**config.mk**
```make
export PLATFORM = sky130hd
export DESIGN_NAME = tff_count_ctrl
export DESIGN_NICKNAME = d
export VERILOG_FILES = /design/src/rtl/tff_count_ctrl_pkg.sv /design/src/rtl/tff_count_ctrl_bank.sv /design/src/rtl/tff_count_ctrl.sv
export SDC_FILE = /design/constraint.sdc
export NUM_CORES = 1
export LEC_CHECK = 0
export ABC_AREA = 1
export BUFFER_PORTS_ARGS = -buffer_cell sky130_fd_sc_hd__buf_2
export CORE_ASPECT_RATIO = 0.75
export CORE_MARGIN = 5
export CORE_UTILIZATION = 46
export CTS_BUF_LIST = sky130_fd_sc_hd__clkbuf_16
export DETAILED_ROUTE_END_ITERATION = 6
export PLACE_DENSITY = 0.84
export SKIP_LAST_GASP = 1
export SLEW_MARGIN = 10
export SYNTH_ARGS = -nofsm -noshare
export SYNTH_HDL_FRONTEND = slang
export SYNTH_SLANG_ARGS = --single-unit
```
**constraint.sdc**
```tcl
create_clock -name clock -period 1.1 [get_ports clock]
set_input_delay 0.165 -clock clock [delete_from_list [all_inputs] [get_ports clock]]
set_output_delay 0.165 -clock clock [all_outputs]
set_load 0.01 [all_outputs]
```
**src/rtl/tff_count_ctrl_pkg.sv**
```systemverilog
// Shared types and constants for the T-FF up/down counter controller.
package tff_count_ctrl_pkg;

  typedef enum logic [1:0] {
    ST_IDLE = 2'd0,
    ST_RUN  = 2'd1,
    ST_DONE = 2'd2
  } state_t;

  localparam logic DIR_UP   = 1'b1;
  localparam logic DIR_DOWN = 1'b0;

endpackage

```
**src/rtl/tff_count_ctrl_bank.sv**
```systemverilog
// Bank of WIDTH toggle flip-flops; q flips wherever t is high on the rising edge.
module tff_bank #(
  parameter int unsigned WIDTH = 8
) (
  input  logic             clock,
  input  logic             reset,
  input  logic [WIDTH-1:0] t,
  output logic [WIDTH-1:0] q
);

  always_ff @(posedge clock) begin
    if (reset) q <= '0;
    else       q <= q ^ t;
  end

endmodule

```
**src/rtl/tff_count_ctrl.sv**
```systemverilog
// Sequences a T-FF bank as a programmable up/down counter with load, run-to-limit and status pulses.
module tff_count_ctrl
  import tff_count_ctrl_pkg::*;
#(
  parameter int unsigned WIDTH = 8
) (
  input  logic             clock,
  input  logic             reset,
  input  logic             load,
  input  logic [WIDTH-1:0] load_val,
  input  logic             start,
  input  logic             dir,
  input  logic [WIDTH-1:0] limit,
  output logic [WIDTH-1:0] count,
  output logic             busy,
  output logic             done,
  output logic             wrap
);

  state_t           state_q, state_d;
  logic             dir_q, dir_d;
  logic [WIDTH-1:0] limit_q, limit_d;
  logic             busy_d, done_d, wrap_d;
  logic [WIDTH-1:0] toggle;
  logic [WIDTH-1:0] up_t, dn_t;

  // Ripple-free toggle terms: bit i flips when all lower bits are ones (up) or zeros (down).
  assign up_t[0] = 1'b1;
  assign dn_t[0] = 1'b1;
  for (genvar i = 1; i < WIDTH; i++) begin : g_tog
    assign up_t[i] = &count[i-1:0];
    assign dn_t[i] = ~|count[i-1:0];
  end

  tff_bank #(.WIDTH(WIDTH)) u_bank (
    .clock (clock),
    .reset (reset),
    .t     (toggle),
    .q     (count)
  );

  always_ff @(posedge clock) begin
    if (reset) begin
      state_q <= ST_IDLE;
      dir_q   <= DIR_UP;
      limit_q <= '0;
      busy    <= 1'b0;
      done    <= 1'b0;
      wrap    <= 1'b0;
    end else begin
      state_q <= state_d;
      dir_q   <= dir_d;
      limit_q <= limit_d;
      busy    <= busy_d;
      done    <= done_d;
      wrap    <= wrap_d;
    end
  end

  // Next state, toggle vector and next values of the registered status flags.
  always_comb begin
    state_d = state_q;
    dir_d   = dir_q;
    limit_d = limit_q;
    toggle  = '0;
    wrap_d  = 1'b0;
    case (state_q)
      ST_IDLE: begin
        if (load) begin
          toggle = count ^ load_val;
        end else if (start) begin
          dir_d   = dir;
          limit_d = limit;
          state_d = ST_RUN;
        end
      end
      ST_RUN: begin
        if (count != limit_q) begin
          if (dir_q == DIR_UP) begin
            toggle = up_t;
            wrap_d = &count;
          end else begin
            toggle = dn_t;
            wrap_d = ~|count;
          end
        end else begin
          state_d = ST_DONE;
        end
      end
      ST_DONE: begin
        state_d = ST_IDLE;
      end
      default: begin
        state_d = ST_IDLE;
      end
    endcase
    busy_d = (state_d == ST_RUN);
    done_d = (state_d == ST_DONE);
  end

endmodule

```
# After elaboration in Yosys (flattened, before gate mapping)
# Cells that the tools add are included.
# word_totals
reg_bits	22
input_bits	21
out_inout_bits	11
elab_cells	50
# classes
n_eq_ne	4
muxes	9
n_bitwise	5
reduce_logical	25
# ops
op	count
$mux W8	3
$pmux W8 S2	1
$xor A8 B8 Y8	2
$logic_not A1 Y1	8
$ne A8 B8 Y1	1
$reduce_and A8 Y1	1
$reduce_or A8 Y1	1
$reduce_and A7 Y1	1
$reduce_or A7 Y1	1
$mux W2	3
$reduce_and A3 Y1	2
$reduce_and A6 Y1	1
$reduce_or A3 Y1	2
$reduce_or A6 Y1	1
$reduce_and A5 Y1	1
$reduce_or A5 Y1	1
$eq A2 B1 Y1 const B	2
$pmux W2 S2	1
$reduce_and A4 Y1	1
$reduce_or A4 Y1	1
$not A1 Y1	3
$eq A2 B2 Y1 const B	1
$logic_not A2 Y1	1
$reduce_and A2 Y1	1
other kinds (2)	2

# Logic depth before layout (Yosys ltp)
# logic_depth
depth_word	6
ltp_mapped	10
depth_no_buf	10

# Modules after synthesis
# A second synthesis with hierarchy kept.
# hier_totals
cells_unflattened	196
area_unflattened_um2	1231.2
# by_module_without_submodules
mod	n_inst	cells_each	area_per_inst_um2
tff_count_ctrl	1	155	947.2
tff_bank	1	41	284.0

# Worst setup path after synthesis
# OpenSTA, ideal clock, no wires.
# synth_path
path_type	register to register
from	reg u_bank.q[2]
to	reg u_bank.q[6]
setup_time_ns	0.115
arrival_ns	1.174
slack_ns	-0.189
path_stages_with_launch	10
n_path_buf	1
cell_sequence	dfxtp_1 buf_2 xnor2_1 nand2_1 nor2_2 nand2_4 nand3_1 nand3_1 nand2_1 nor2_1
# synth_between
elab_chain_cells	6
elab_cells_between_ends	8
classes_between	eq/ne: 1; mux: 3; bitwise: 1; reduce/logical: 3
# synth_rtl
item	line_no	text
from (decl)	tff_count_ctrl_bank.sv:8	output logic [WIDTH-1:0] q
from (signal assigned)	tff_count_ctrl_bank.sv:13	else q <= q ^ t;
$reduce_or A6 Y1	tff_count_ctrl.sv:32	assign dn_t[i] = ~|count[i-1:0];
$logic_not A1 Y1	tff_count_ctrl.sv:32	
$mux W8	tff_count_ctrl.sv:79	if (dir_q == DIR_UP) begin
$mux W8 (*)	tff_count_ctrl.sv:78	if (count != limit_q) begin
$pmux W8 S2 (*)	tff_count_ctrl.sv:67	case (state_q)
$xor A8 B8 Y8 (*)	tff_count_ctrl_bank.sv:13	
# Every way passes the cells marked *; elsewhere a longest branch is shown, timed or not.
# A chain may end at the register's enable or synchronous reset.

# Worst setup path after layout
# layout_path
from	reg u_bank.q[0]
to	reg u_bank.q[1]
# layout_between
elab_chain_cells	5
elab_cells_between_ends	6
classes_between	eq/ne: 1; mux: 3; bitwise: 1; reduce/logical: 1
# layout_rtl
item	line_no
parallel branches: the longest is 2 deep, another holds $ne A8 B8 Y1	--
$mux W8 (*)	tff_count_ctrl.sv:78
$pmux W8 S2 (*)	tff_count_ctrl.sv:67
$xor A8 B8 Y8 (*)	tff_count_ctrl_bank.sv:13
# Every way passes the cells marked *.

==> flow_summary.html <==
<table>
<tr><th>Metric</th><th>Value</th></tr>
<tr><th colspan="2">Power and ir drop</th></tr>
<tr><td>Power per Cell Area</td><td>~1400 mW/mm²</td></tr>
<tr><td>Leakage power figure</td><td>0.9329 nW</td></tr>
<tr><td>Pwr Total</td><td>0.002683 W</td></tr>
<tr><td>Maximum VDD drop</td><td>0.9336 mV</td></tr>
<tr><th colspan="2">Synthesis</th></tr>
<tr><td>Primary FF master, synth</td><td>sky130_fd_sc_hd__dfxtp_1</td></tr>
<tr><td>Cell types with the largest area share after synthesis</td><td>sky130_fd_sc_hd__dfxtp_1, sky130_fd_sc_hd__nand2_1, sky130_fd_sc_hd__nor2_1, sky130_fd_sc_hd__nand3_1, sky130_fd_sc_hd__a21oi_1</td></tr>
<tr><td>Number of flops mapped to enable cells by yosys</td><td>0</td></tr>
<tr><td>Average size of a mapped cell</td><td>between 6 and 7 µm²</td></tr>
<tr><td>Sequential share of the synthesized area</td><td>35.66%</td></tr>
<tr><td>Synth async-reset ratio</td><td>0%</td></tr>
<tr><td>Flops &amp; latches, synth</td><td>22</td></tr>
<tr><td>Cell area after technology mapping</td><td>approximately 0.0012 mm²</td></tr>
<tr><td>Cell count after synthesis</td><td>~180</td></tr>
<tr><td>Largest area contributor in the netlist</td><td>sky130_fd_sc_hd__dfxtp_1</td></tr>
<tr><td>Count of cell types in the netlist</td><td>22</td></tr>
<tr><td>Count of synthesis-stage warnings from yosys</td><td>0</td></tr>
<tr><td>Syn nets</td><td>205</td></tr>
<tr><td>Area share of the largest cell type after synthesis</td><td>between 30 and 40%</td></tr>
<tr><th colspan="2">Critical path</th></tr>
<tr><td>Endpoint class of the critical path</td><td>flop</td></tr>
<tr><td>Startpoint class of the critical path</td><td>flop</td></tr>
<tr><td>Req. time, crit path</td><td>around 1300 ps</td></tr>
<tr><td>Crit-path max FO</td><td>6</td></tr>
<tr><td>Worst EP arrival</td><td>roughly 1400 ps</td></tr>
<tr><td>Critical path type</td><td>reg2reg</td></tr>
<tr><th colspan="2">Run</th></tr>
<tr><td>Max-cap violations</td><td>0</td></tr>
<tr><th colspan="2">Clock network</th></tr>
<tr><td>Num CTS Buffers</td><td>3</td></tr>
<tr><td>Clock-pin slew on the worst setup and hold paths</td><td>60 ps</td></tr>
<tr><td>Depth of the CTS H-tree</td><td>1</td></tr>
<tr><td># clock sinks</td><td>22</td></tr>
<tr><td>Bufs on Longest Clock Path</td><td>2</td></tr>
<tr><td>Clock network latency to the later pin of the worst-skew pair</td><td>250 ps</td></tr>
<tr><td>Total of hold buffers inserted after clock tree synthesis</td><td>0</td></tr>
<tr><td>Cell chosen for the clock root</td><td>sky130_fd_sc_hd__clkbuf_16</td></tr>
<tr><td>CTS tree</td><td>yes</td></tr>
<tr><th colspan="2">Finish</th></tr>
<tr><td>Nets</td><td>between 200 and 300</td></tr>
<tr><td>ANT cells</td><td>0</td></tr>
<tr><td>Fraction of final layout cells sized beyond drive strength 1</td><td>47.35%</td></tr>
<tr><td>Relative area change from synthesis to final layout</td><td>56.33%</td></tr>
<tr><th colspan="2">Floorplan</th></tr>
<tr><td>Die outline area</td><td>0.003832 mm²</td></tr>
<tr><td>Starting Density</td><td>47.82%</td></tr>
<tr><td>Die Wd</td><td>69.83 µm</td></tr>
<tr><td>Area of the core</td><td>0.002582 mm²</td></tr>
<tr><td>Vert. Die Dim</td><td>54.87 µm</td></tr>
<tr><td>IO Pins</td><td>32</td></tr>
<tr><td>Row Count</td><td>16</td></tr>
<tr><th colspan="2">Routing</th></tr>
<tr><td>ANT nets after route</td><td>0</td></tr>
<tr><td>Wirelength, routed</td><td>3.600 mm</td></tr>
<tr><td>Via count of the routed design</td><td>about 1400</td></tr>
<tr><td>Number of iterations in the first detailed-routing pass</td><td>4</td></tr>
<tr><td>Wire per inst</td><td>12.81 µm</td></tr>
<tr><td>First-iteration detailed-routing DRC count</td><td>63</td></tr>
<tr><td>Routed via count divided by cell count</td><td>just over 5</td></tr>
<tr><td>DRC errors left</td><td>0</td></tr>
<tr><th colspan="2">Timing</th></tr>
<tr><td>Clock skew</td><td>0.8764 ps</td></tr>
<tr><td>Setup Viol. Count Final</td><td>14</td></tr>
<tr><td>Minimum period implied by the final worst setup slack</td><td>1268 ps</td></tr>
<tr><td>Final critical-path share of the clock period</td><td>115.3%</td></tr>
<tr><td>Setup TNS after final layout</td><td>-1568 ps</td></tr>
<tr><td>Worst-case setup margin in the final layout</td><td>-167.8 ps</td></tr>
<tr><td>Pins Over Slew Limit</td><td>0</td></tr>
<tr><td>Max-slew headroom</td><td>between 80% and 90%</td></tr>
<tr><td>Setup repair after global routing missed its margin</td><td>true</td></tr>
<tr><td>Maximum clock frequency</td><td>just under 0.8 GHz</td></tr>
<tr><td>Least-Margin Pin Slew</td><td>245.0 ps</td></tr>
<tr><td>Hold violation total from the final report</td><td>0</td></tr>
<tr><th colspan="2">Status</th></tr>
<tr><td>Run status</td><td>finished, violations left</td></tr>
<tr><td>Violations in the final reports</td><td>negative setup slack</td></tr>
<tr><th colspan="2">GRT</th></tr>
<tr><td>Via count of the first global-routing pass</td><td>1281</td></tr>
<tr><td>Pin count of the biggest net entering global routing</td><td>13</td></tr>
<tr><td>Initial antenna violation count</td><td>0</td></tr>
<tr><td>Total routing resource utilization after global routing</td><td>18.54%</td></tr>
<tr><td>Residual overflow from global routing</td><td>0</td></tr>
<tr><td>Wire length of the first global-routing pass</td><td>5.568 mm</td></tr>
<tr><th colspan="2">Placement</th></tr>
<tr><td>Routability Congestion</td><td>0.8299</td></tr>
<tr><td>Number of input and output port buffers inserted</td><td>31</td></tr>
<tr><td>Detail Placement HPWL</td><td>2.402 mm</td></tr>
<tr><th colspan="2">Min path</th></tr>
<tr><td>Worst Hold Class</td><td>in2reg</td></tr>
</table>
==> cells in the mapped netlist (2+ instances only) <==
library cell and n:
sky130_fd_sc_hd__nand2_1 42, sky130_fd_sc_hd__nor2_1 31, sky130_fd_sc_hd__dfxtp_1 22, sky130_fd_sc_hd__nand3_1 17
sky130_fd_sc_hd__inv_1 16, sky130_fd_sc_hd__a21oi_1 13, sky130_fd_sc_hd__o21ai_0 11, sky130_fd_sc_hd__xor2_1 7
sky130_fd_sc_hd__xnor2_1 5, sky130_fd_sc_hd__inv_2 3, sky130_fd_sc_hd__buf_2 2, sky130_fd_sc_hd__buf_6 2
sky130_fd_sc_hd__nand2_4 2, sky130_fd_sc_hd__nor2_2 2, sky130_fd_sc_hd__nor4_1 2
==> sequential cells by signal, summed over array words and instances (netlist names) <==
name and count:
u_bank.q 8, done 1, wrap 1, state_q 2, dir_q 1, limit_q 8, busy 1
==> layout by cell type (no fill, tap or decap), drive strengths merged <==
cell	n
buf	60
a211oi	1
nor4	2
nand4	1
nor2	34
nand3	17
clkinv	1
o21ai	12
a21oi	13
o211ai	1
inv	19
dfxtp	22
clkbuf	3
nor3	1
xnor2	5
o21a	1
xor2	7
nand2	45
==> timing repair <==
action,CTS,global route
setup buffers,2,2
endpoints found under the setup margin,15,24
resized for setup,24,36
cloned,1,0
pin swaps,9,7
==> worst paths after layout <==
check,start,end,slack (ps),cells after the start
max,u_bank.q[0],u_bank.q[1],-170,9
min reg2reg,limit_q[7],limit_q[7],510,2
min,reset,state_q[0],140,2
max reg2reg,u_bank.q[0],u_bank.q[1],-170,9
==> where the power goes <==
part           internal, W  leakage, nW  switching (W)
Clock             0.000485       0.0385       0.000282
Sequential        0.000884        0.186      0.0000854
Combinational     0.000433        0.708       0.000514
Total              0.00180        0.933       0.000882
==> through the flow <==
stage	util, %	cells	cell area, µm²	worst slack, ps	hold WS [ps]
final	74.76	281	1931	-167.8	137.4
after global routing	74.76	281	1931	-263.3	153.7
after CTS	69.86	280	1804	-121.5	137.9
after detailed placement	63.03	273	1628	-161.9	403.7
after global placement	63.03	273	1628	-151.5	396.3
after floorplan	-	184	1271	-101.4	234.1
==> worst max-delay path, stage by stage (launching register included) <==
cell and delay [ps]:
sky130_fd_sc_hd__dfxtp_4 360, sky130_fd_sc_hd__inv_2 60, sky130_fd_sc_hd__nand2_1 40, sky130_fd_sc_hd__nand2_1 80
sky130_fd_sc_hd__nand2_2 70, sky130_fd_sc_hd__nor2_4 170, sky130_fd_sc_hd__nand2_4 110, sky130_fd_sc_hd__nand3_2 100
sky130_fd_sc_hd__a21oi_1 70, sky130_fd_sc_hd__nor2_1 120
==> layout make-up <==
| class | count | area [µm²] |
|---|---|---|
| tap | 36 | 45.04 |
| multi-input combinational | 140 | 864.6 |
| clock buffer | 3 | 75.07 |
| inverter | 19 | 71.32 |
| timing repair buffer | 60 | 400.4 |
| sequential | 22 | 470.5 |
| clock inverter | 1 | 3.754 |
| fill | 188 | 651.9 |
==> metal layers <==
metal  GRT usage, %  up-vias  wire length (µm)
met2          32.45       45              1749
met4          5.732        0                51
li1               -      717                 -
met5              0        -                 0
met3          4.587        8               192
met1          23.01      644              1607
==> logic make-up after synthesis <==
| logic type | count (synthesis) | share of synthesized area (%) |
|---|---|---|
| AND/OR/NAND/NOR | 99 | 35.46 |
| AO/OA/AOI/OAI | 28 | 11.96 |
| buffers and inverters | 23 | 8.409 |
| flip-flops | 22 | 35.66 |
| XOR/XNOR | 12 | 8.511 |
Power figures use the tool's default switching activity.
